File: config.mk
export PLATFORM = sky130hd
export DESIGN_NAME = div_unit
export DESIGN_NICKNAME = d
export VERILOG_FILES = /design/src/rtl/div_unit.sv
export SDC_FILE = /design/constraint.sdc
export NUM_CORES = 1
export LEC_CHECK = 0
export ABC_AREA = 1
export BUFFER_PORTS_ARGS = -buffer_cell sky130_fd_sc_hd__buf_2
export CORE_ASPECT_RATIO = 0.75
export CORE_MARGIN = 3
export CORE_UTILIZATION = 62
export CTS_CLUSTER_SIZE = 24
export DETAILED_ROUTE_END_ITERATION = 6
export PLACE_DENSITY = 0.79
export RECOVER_POWER = 100
export SETUP_SLACK_MARGIN = 0.02
export SYNTH_ARGS = -nofsm -noshare
export SYNTH_HDL_FRONTEND = slang
export SYNTH_SLANG_ARGS = --single-unit
File: constraint.sdc
create_clock -name i_Clock -period 3.05 [get_ports i_Clock]
set_clock_uncertainty 0.1 [all_clocks]
set_input_delay 0.1525 -clock i_Clock [delete_from_list [all_inputs] [get_ports i_Clock]]
set_output_delay 0.1525 -clock i_Clock [all_outputs]
set_load 0.01 [all_outputs]
File: src/rtl/div_unit.sv
// Iterative radix-2 restoring divider for RV32M DIV/DIVU/REM/REMU.
// Divide-by-zero and signed overflow complete on a one-cycle fast path.
module div_unit #(
  parameter int WIDTH = 32
) (
  input  logic             i_Clock,
  input  logic             i_Reset_n,
  input  logic             i_Start,
  input  logic [1:0]       i_DivOp,
  input  logic [WIDTH-1:0] i_Dividend,
  input  logic [WIDTH-1:0] i_Divisor,
  input  logic             i_Flush,
  output logic             o_Ready,
  output logic             o_Busy,
  output logic             o_Valid,
  output logic [WIDTH-1:0] o_Result
);

  localparam int CW = $clog2(WIDTH);
  localparam logic [CW-1:0]    CNT_LAST = CW'(WIDTH - 1);
  localparam logic [WIDTH-1:0] MIN_NEG  = {1'b1, {(WIDTH-1){1'b0}}};

  typedef enum logic [1:0] {IDLE, DIVIDE, FIXUP, DONE} state_t;

  state_t            state, stateNext;
  logic [CW-1:0]     cnt;
  logic [WIDTH-1:0]  rem, quo, dvsr, result;
  logic              negQ, negR, isRem;

  logic              accept, isSigned, divByZero, overflow;
  logic [WIDTH:0]    trial;

  function automatic logic [WIDTH-1:0] negate(input logic signed [WIDTH-1:0] v);
    negate = -v;
  endfunction

  function automatic logic [WIDTH-1:0] magnitude(input logic signed [WIDTH-1:0] v);
    magnitude = (v < 0) ? negate(v) : v;
  endfunction

  assign accept    = i_Start && (state == IDLE) && !i_Flush;
  assign isSigned  = ~i_DivOp[0];
  assign divByZero = (i_Divisor == '0);
  assign overflow  = isSigned && (i_Dividend == MIN_NEG) && (i_Divisor == '1);

  // Trial subtraction on the shifted partial remainder; bit WIDTH is the borrow.
  assign trial = {rem, quo[WIDTH-1]} - {1'b0, dvsr};

  always_ff @(posedge i_Clock or negedge i_Reset_n) begin
    if (!i_Reset_n) state <= IDLE;
    else            state <= stateNext;
  end

  always_comb begin
    stateNext = state;
    o_Ready   = 1'b0;
    o_Busy    = 1'b0;
    o_Valid   = 1'b0;
    case (state)
      IDLE: begin
        o_Ready = 1'b1;
        if (accept) stateNext = (divByZero || overflow) ? DONE : DIVIDE;
      end
      DIVIDE: begin
        o_Busy = 1'b1;
        if (i_Flush)          stateNext = IDLE;
        else if (cnt == '0)   stateNext = FIXUP;
      end
      FIXUP: begin
        o_Busy    = 1'b1;
        stateNext = i_Flush ? IDLE : DONE;
      end
      DONE: begin
        o_Valid   = 1'b1;
        stateNext = IDLE;
      end
      default: stateNext = IDLE;
    endcase
  end

  always_ff @(posedge i_Clock or negedge i_Reset_n) begin
    if (!i_Reset_n) begin
      cnt    <= '0;
      rem    <= '0;
      quo    <= '0;
      dvsr   <= '0;
      result <= '0;
      negQ   <= 1'b0;
      negR   <= 1'b0;
      isRem  <= 1'b0;
    end else begin
      case (state)
        IDLE: begin
          if (accept) begin
            if (divByZero) begin
              result <= i_DivOp[1] ? i_Dividend : '1;
            end else if (overflow) begin
              result <= i_DivOp[1] ? '0 : MIN_NEG;
            end else begin
              rem   <= '0;
              quo   <= isSigned ? magnitude(i_Dividend) : i_Dividend;
              dvsr  <= isSigned ? magnitude(i_Divisor)  : i_Divisor;
              cnt   <= CNT_LAST;
              negQ  <= isSigned && (i_Dividend[WIDTH-1] ^ i_Divisor[WIDTH-1]);
              negR  <= isSigned && i_Dividend[WIDTH-1];
              isRem <= i_DivOp[1];
            end
          end
        end
        // One quotient bit per cycle; keep the shifted remainder when the trial borrows.
        DIVIDE: begin
          if (!i_Flush) begin
            rem <= trial[WIDTH] ? {rem[WIDTH-2:0], quo[WIDTH-1]} : trial[WIDTH-1:0];
            quo <= {quo[WIDTH-2:0], ~trial[WIDTH]};
            if (cnt != '0) cnt <= cnt - 1'b1;
          end
        end
        FIXUP: begin
          if (!i_Flush) begin
            if (isRem) result <= negR ? negate(rem) : rem;
            else       result <= negQ ? negate(quo) : quo;
          end
        end
        default: ;
      endcase
    end
  end

  assign o_Result = result;

endmodule

== Yosys cells after proc, flatten, opt, wreduce, memory -nomap -nowiden ==
Cells that the tools add are included.
Word-level totals
  bits in registers: 138
  bits of input ports: 70
  output and inout bits: 35
  logic and storage cells: 95
Cells by class
  add/sub/neg operators: 6
  $lt $le $gt $ge: 2
  equal/unequal tests: 13
  mux-type cells: 40
  bitwise logic cells: 5
  reduce and logical (&&, ||, !) cells: 20
Operators with widths (count)
  32-bit two-way mux: 22
  32-bit one-hot mux with 2 select lines: 3
  32-bit negation: 4
  32-bit == test (second input constant): 2
  32-bit by 1-bit less-than comparator with 1-bit output (second input constant): 2
  33-bit by 32-bit subtractor with 33-bit output: 1
  32-bit logical NOT: 1
  5-bit two-way mux: 5
  2-bit inequality test (second input constant): 6
  2-bit two-way mux: 5
  5-bit one-hot mux with 2 select lines: 1
  2-bit one-hot mux with 4 select lines: 1
  4-bit AND reduction: 2
  1-bit logical AND: 6
  3-bit inequality test (second input constant): 2
  6-bit AND reduction: 1
  5-bit logical NOT: 1
  5-bit AND reduction: 1
  5-bit nonzero test: 1
  5-bit by 1-bit subtractor with 5-bit output (second input constant): 1
  2-bit == test (second input constant): 2
  1-bit inverter: 4
  2-bit nonzero test: 2
  1-bit two-way mux: 3
  other kinds (7): 7

== Longest topological paths before layout ==
  word-level depth: 7
  gate-level depth with buffers: 18
  mapped depth without buffers: 17

== Worst setup path after synthesis ==
Ideal clock, no wire load.
  path type: flip-flop to flip-flop
  start: register quo[31]
  end: register rem[1]
  setup time: 0.117 ns
  data arrival time: 2.085 ns
  required time: 2.833 ns
  slack: 0.747 ns
  stages on the path, launching flop included: 19
  path buffers: 1
  period minus slack after synthesis: 2.303 ns
  cells stage by stage: dfrtp_1 > inv_1 > ha_1 > fa_1 > inv_1 > nand2_1 > nand2_1 > nand3_1 > nand2_1 > nand2_1 > nand2_1 > nand2_1 > nand2_1 > nand2_1 > nand2_2 > buf_6 > nand2_1 > nand3_1 > nand2_1
Between the ends
  word-level cells in the longest chain between the ends: 4
Ends and longest elaborated chain
  start, declared: RTL line 27  | logic [WIDTH-1:0] rem, quo, dvsr, result;
  start signal, assigned: RTL line 101  | quo <= isSigned ? magnitude(i_Dividend) : i_Dividend;
  start signal, assigned: RTL line 114  | quo <= {quo[WIDTH-2:0], ~trial[WIDTH]};
  33-bit by 32-bit subtractor with 33-bit output: RTL line 47  | assign trial = {rem, quo[WIDTH-1]} - {1'b0, dvsr};
  32-bit two-way mux: RTL line 113  | rem <= trial[WIDTH] ? {rem[WIDTH-2:0], quo[WIDTH-1]} : trial[WIDTH-1:0];
  32-bit two-way mux: RTL line 112  | if (!i_Flush) begin
  32-bit one-hot mux with 2 select lines: RTL line 92  | case (state)
  end signal, assigned: RTL line 113
  end, declared: RTL line 27
Every way passes these cells. The select of a mux whose other input is x is not followed.
A chain may end at the register's enable or synchronous reset.

== Worst setup path in the final report ==
  start: input i_Divisor[2]
  end: register quo[13]
Between the ends
  word-level cells in the longest chain between the ends: 4
  elaborated cells on any way between the ends: 6
  those cells by class: 3 x eq/ne; 3 x reduce/logical
Ends and longest elaborated chain
  start, declared: RTL line 11  | input logic [WIDTH-1:0] i_Divisor,
  32-bit == test: RTL line 44  | assign overflow = isSigned && (i_Dividend == MIN_NEG) && (i_Divisor == '1);
  1-bit logical AND: RTL line 44
  2-bit inequality test (no line)
  5-bit AND reduction (no line) (*)
Every way passes the cells marked *; elsewhere a longest branch is shown, timed or not.

==> reports/results.txt <==
Total global-route track usage -> 0.380
Min Clock Period, post-route -> 2.85 ns
RSZ-0062 raised after global routing -> false
Post-synthesis adder-cell area fraction -> 0.0418
Flops & latches, synth -> 138
Switch Pwr -> 6.13 mW
Post-route ant nets -> 0
Vias -> 15500
Reg-to-Reg End -> quo[13]
Netlist Area Pre-Place -> 0.0134 mm^2
Hold depth -> 3
Final Hold Viols -> 0
Sw Ratio -> 0.516
FF+latch area -> 0.00345 mm^2
Area leader, netlist -> dfrtp_1
Top-count cell post-synth -> nand2_1
Final Setup Violations -> 0
Syn Inst Count -> 2306
CP Class -> in2reg
IO Count -> 105
Slew @ Worst Pin -> 1.89 ns
Fmax -> 0.350 GHz
Number of global-route vias before repair -> 13900
Pleak -> 8.20 nW
Slew Limit Fails -> 74
PortBufs -> 104
Final Non-Filler Cells -> 2694
Core ar. -> 0.0207 mm^2
Maximum clock path buffer count -> 2
Tcrit/Tclk final -> 0.936
Row Count -> 45
Worst r2r path cells -> 8
Post-synthesis mux area share -> 0.000750
H-tree levels -> 4
Xor/xnor share of the synthesized area -> 0.0394
Synth top cells by count -> 880 x nand2_1, 296 x inv_1, 246 x nor2_1
Final Net Count -> 2513
Total wire length -> 44.8 mm
Failing checks -> design-rule violations, max-capacitance violations, max-slew violations
Yosys cell types -> 48
Avg Cell Area, Syn -> 5.79 um^2
Crit path DAT -> 3.02 ns
N_diodes -> 0
Hold crit path type -> in2reg
Fillers -> 1892
Root Buffer -> clkbuf_16
Ys flop type -> dfrtp_1
Top-area cell type share of the netlist area -> 0.259
GRT overflow -> 0
Post-synthesis sequential area ratio -> 0.259
Placed Instances -> 2647
Complex-gate fraction of the synthesized area -> 0.101
Max VDD drop -> 699 uV
DRC Markers -> 16
Die Ht -> 133 um
Clock Sink Count -> 138
Syn Nets -> 2420
Worst EP required -> 3.22 ns
Multi-input gate area -> 0.00837 mm^2
Logic pwr share -> 0.565
Clk slew on worst S/H paths -> 0.06 ns
Clock power share -> 0.187
GP Congestion -> 1.06
Post-synthesis simple-gate area fraction -> 0.444
Layout cells sized above 1 -> 0.0622
Hold Path End -> dvsr[4]
Detailed placement HPWL -> 34.8 mm
Initial Utilization -> 0.646
Wire per inst -> 16.6 um
Setup crit start kind -> primary input
Clk_lat worst skew -> 0.44 ns
Ys async rst share -> 1.00
DRT iter0 DRCs -> 1998
Initial antenna violation count -> 3
Num CTS Buffers -> 17
HP Start -> i_Divisor[4]
Worst reg2reg path startpoint -> state[1]
Die W -> 175 um
Int Pwr -> 5.74 mW
TritonCTS clock tree -> yes
Post-CTS Setup Repair Bufs -> 0
EDFF count, synth -> 0
Critical path fanouts, max -> 17
MaxCap Viol Count -> 1
Outcome -> finished with violations
Kind of end point of the critical path -> flop
Slew HR -> -0.257
Largest net degree at the start of global routing -> 74
Synth top area cells -> dfrtp_1 26%, nand2_1 25%, inv_1 8.3%
Yosys warnings -> 0
Main combinational cell family by area after synthesis -> simple AND/OR/NAND/NOR gates
Flop pwr share -> 0.248
DR pass1 iterations -> 7
PwrDens -> 804 mW/mm^2
Die Area -> 0.0233 mm^2
P&R area growth vs syn -> 10.6%
Post-CTS sizing -> 0
Total Neg Setup Slack -> 0 ns
Routed vias/inst -> 5.74
First-pass GRT wire length -> 71.6 mm
Reg-to-reg slack, setup -> 0.29 ns
[layer usage]
metal | GRT usage | vias to the layer above | routed length [um]
li1 | - | 7447 | -
met1 | 0.552 | 6979 | 19300
met2 | 0.553 | 919 | 18400
met3 | 0.114 | 123 | 5930
met4 | 0.0993 | 4 | 1090
met5 | 0 | - | 26
[sequential cells by signal, indices dropped and copies added, names as in the netlist]
| register | count |
|---|---|
| dvsr | 32 |
| o_Result | 32 |
| negR | 1 |
| rem | 32 |
| quo | 32 |
| cnt | 5 |
| negQ | 1 |
| isRem | 1 |
| state | 2 |
[power by group through the flow]
stage               Clock (mW)  Sequential, mW  Combinational, mW
CTS                       2.21            2.92               6.56
finish                    2.22            2.94               6.71
floorplan                    0            2.86               4.59
detailed placement           0            2.94               6.48
global placement             0            2.92               6.33
global route              2.29            3.02               7.43
[stage by stage]
stage / util / total power [mW] / hold WS, ns / setup WS, ns / instance area (um^2)
after global placement: 0.683 / 9.25 / 0.118 / 0.487 / 14100
after CTS: 0.720 / 11.7 / 0.000413 / 0.400 / 14900
after global routing: 0.714 / 12.7 / 0.0195 / 0.0605 / 14800
after floorplan: - / 7.45 / -0.243 / 0.747 / 13400
after detailed placement: 0.683 / 9.42 / 0.120 / 0.418 / 14100
final: 0.714 / 11.9 / 0.00654 / 0.196 / 14800
[placed cells by master, fill, tap and decap left out, types with 43 or more instances in the layout]
| cell | instances |
|---|---|
| nand2_1 | 881 |
| buf_2 | 68 |
| o21ai_0 | 160 |
| nor2_1 | 245 |
| inv_1 | 298 |
| a21oi_1 | 55 |
| dfrtp_1 | 138 |
| ha_1 | 43 |
| nand3_1 | 219 |
[cell families (layout without fill, tap and decap cells)]
group	Yosys count	after routing
adder cells (fa/ha/maj)	44	44
XOR/XNOR	60	60
buffers and inverters	374	480
AND/OR/NAND/NOR	1437	1437
multiplexers	1	1
AO/OA/AOI/OAI	252	252
flip-flops	138	138
[critical path: stages]
cell and delay, ns:
dlygate4sd3_1 0.53, buf_2 0.16, nor2_1 0.11, nand2_1 0.12, nor2_2 0.17, nand3_2 0.14, nor2_1 0.28, nand4_2 0.16
nand3_2 0.18, clkbuf_1 0.77, o21ai_0 0.25
[how the worst max path moves through the flow]
stage	from	endpoint	slack, ns	cells after the start
after floorplan	quo[31]	rem[1]	0.75	18
after detailed placement	quo[31]	rem[4]	0.42	18
after CTS	quo[31]	rem[28]	0.40	18
final	i_Divisor[2]	quo[13]	0.20	11
after global routing	i_Divisor[2]	quo[13]	0.06	11
after global placement	quo[31]	rem[10]	0.49	18
[area by class of cell]
cell class                      count  area share
Clock inverter                     15      0.0129
Tap cell                          282      0.0239
Multi-Input combinational cell   1794       0.567
Sequential cell                   138       0.234
Inverter                          304      0.0774
Clock buffer                       17      0.0288
Timing Repair Buffer              144      0.0563
[repair_timing]
| action | CTS | global route |
|---|---|---|
| setup endpoints to repair | 0 | 0 |
| hold buffers | 15 | 0 |
| hold endpoints to repair | 84 | 0 |
Note: power is estimated with default switching activity, not from simulation.
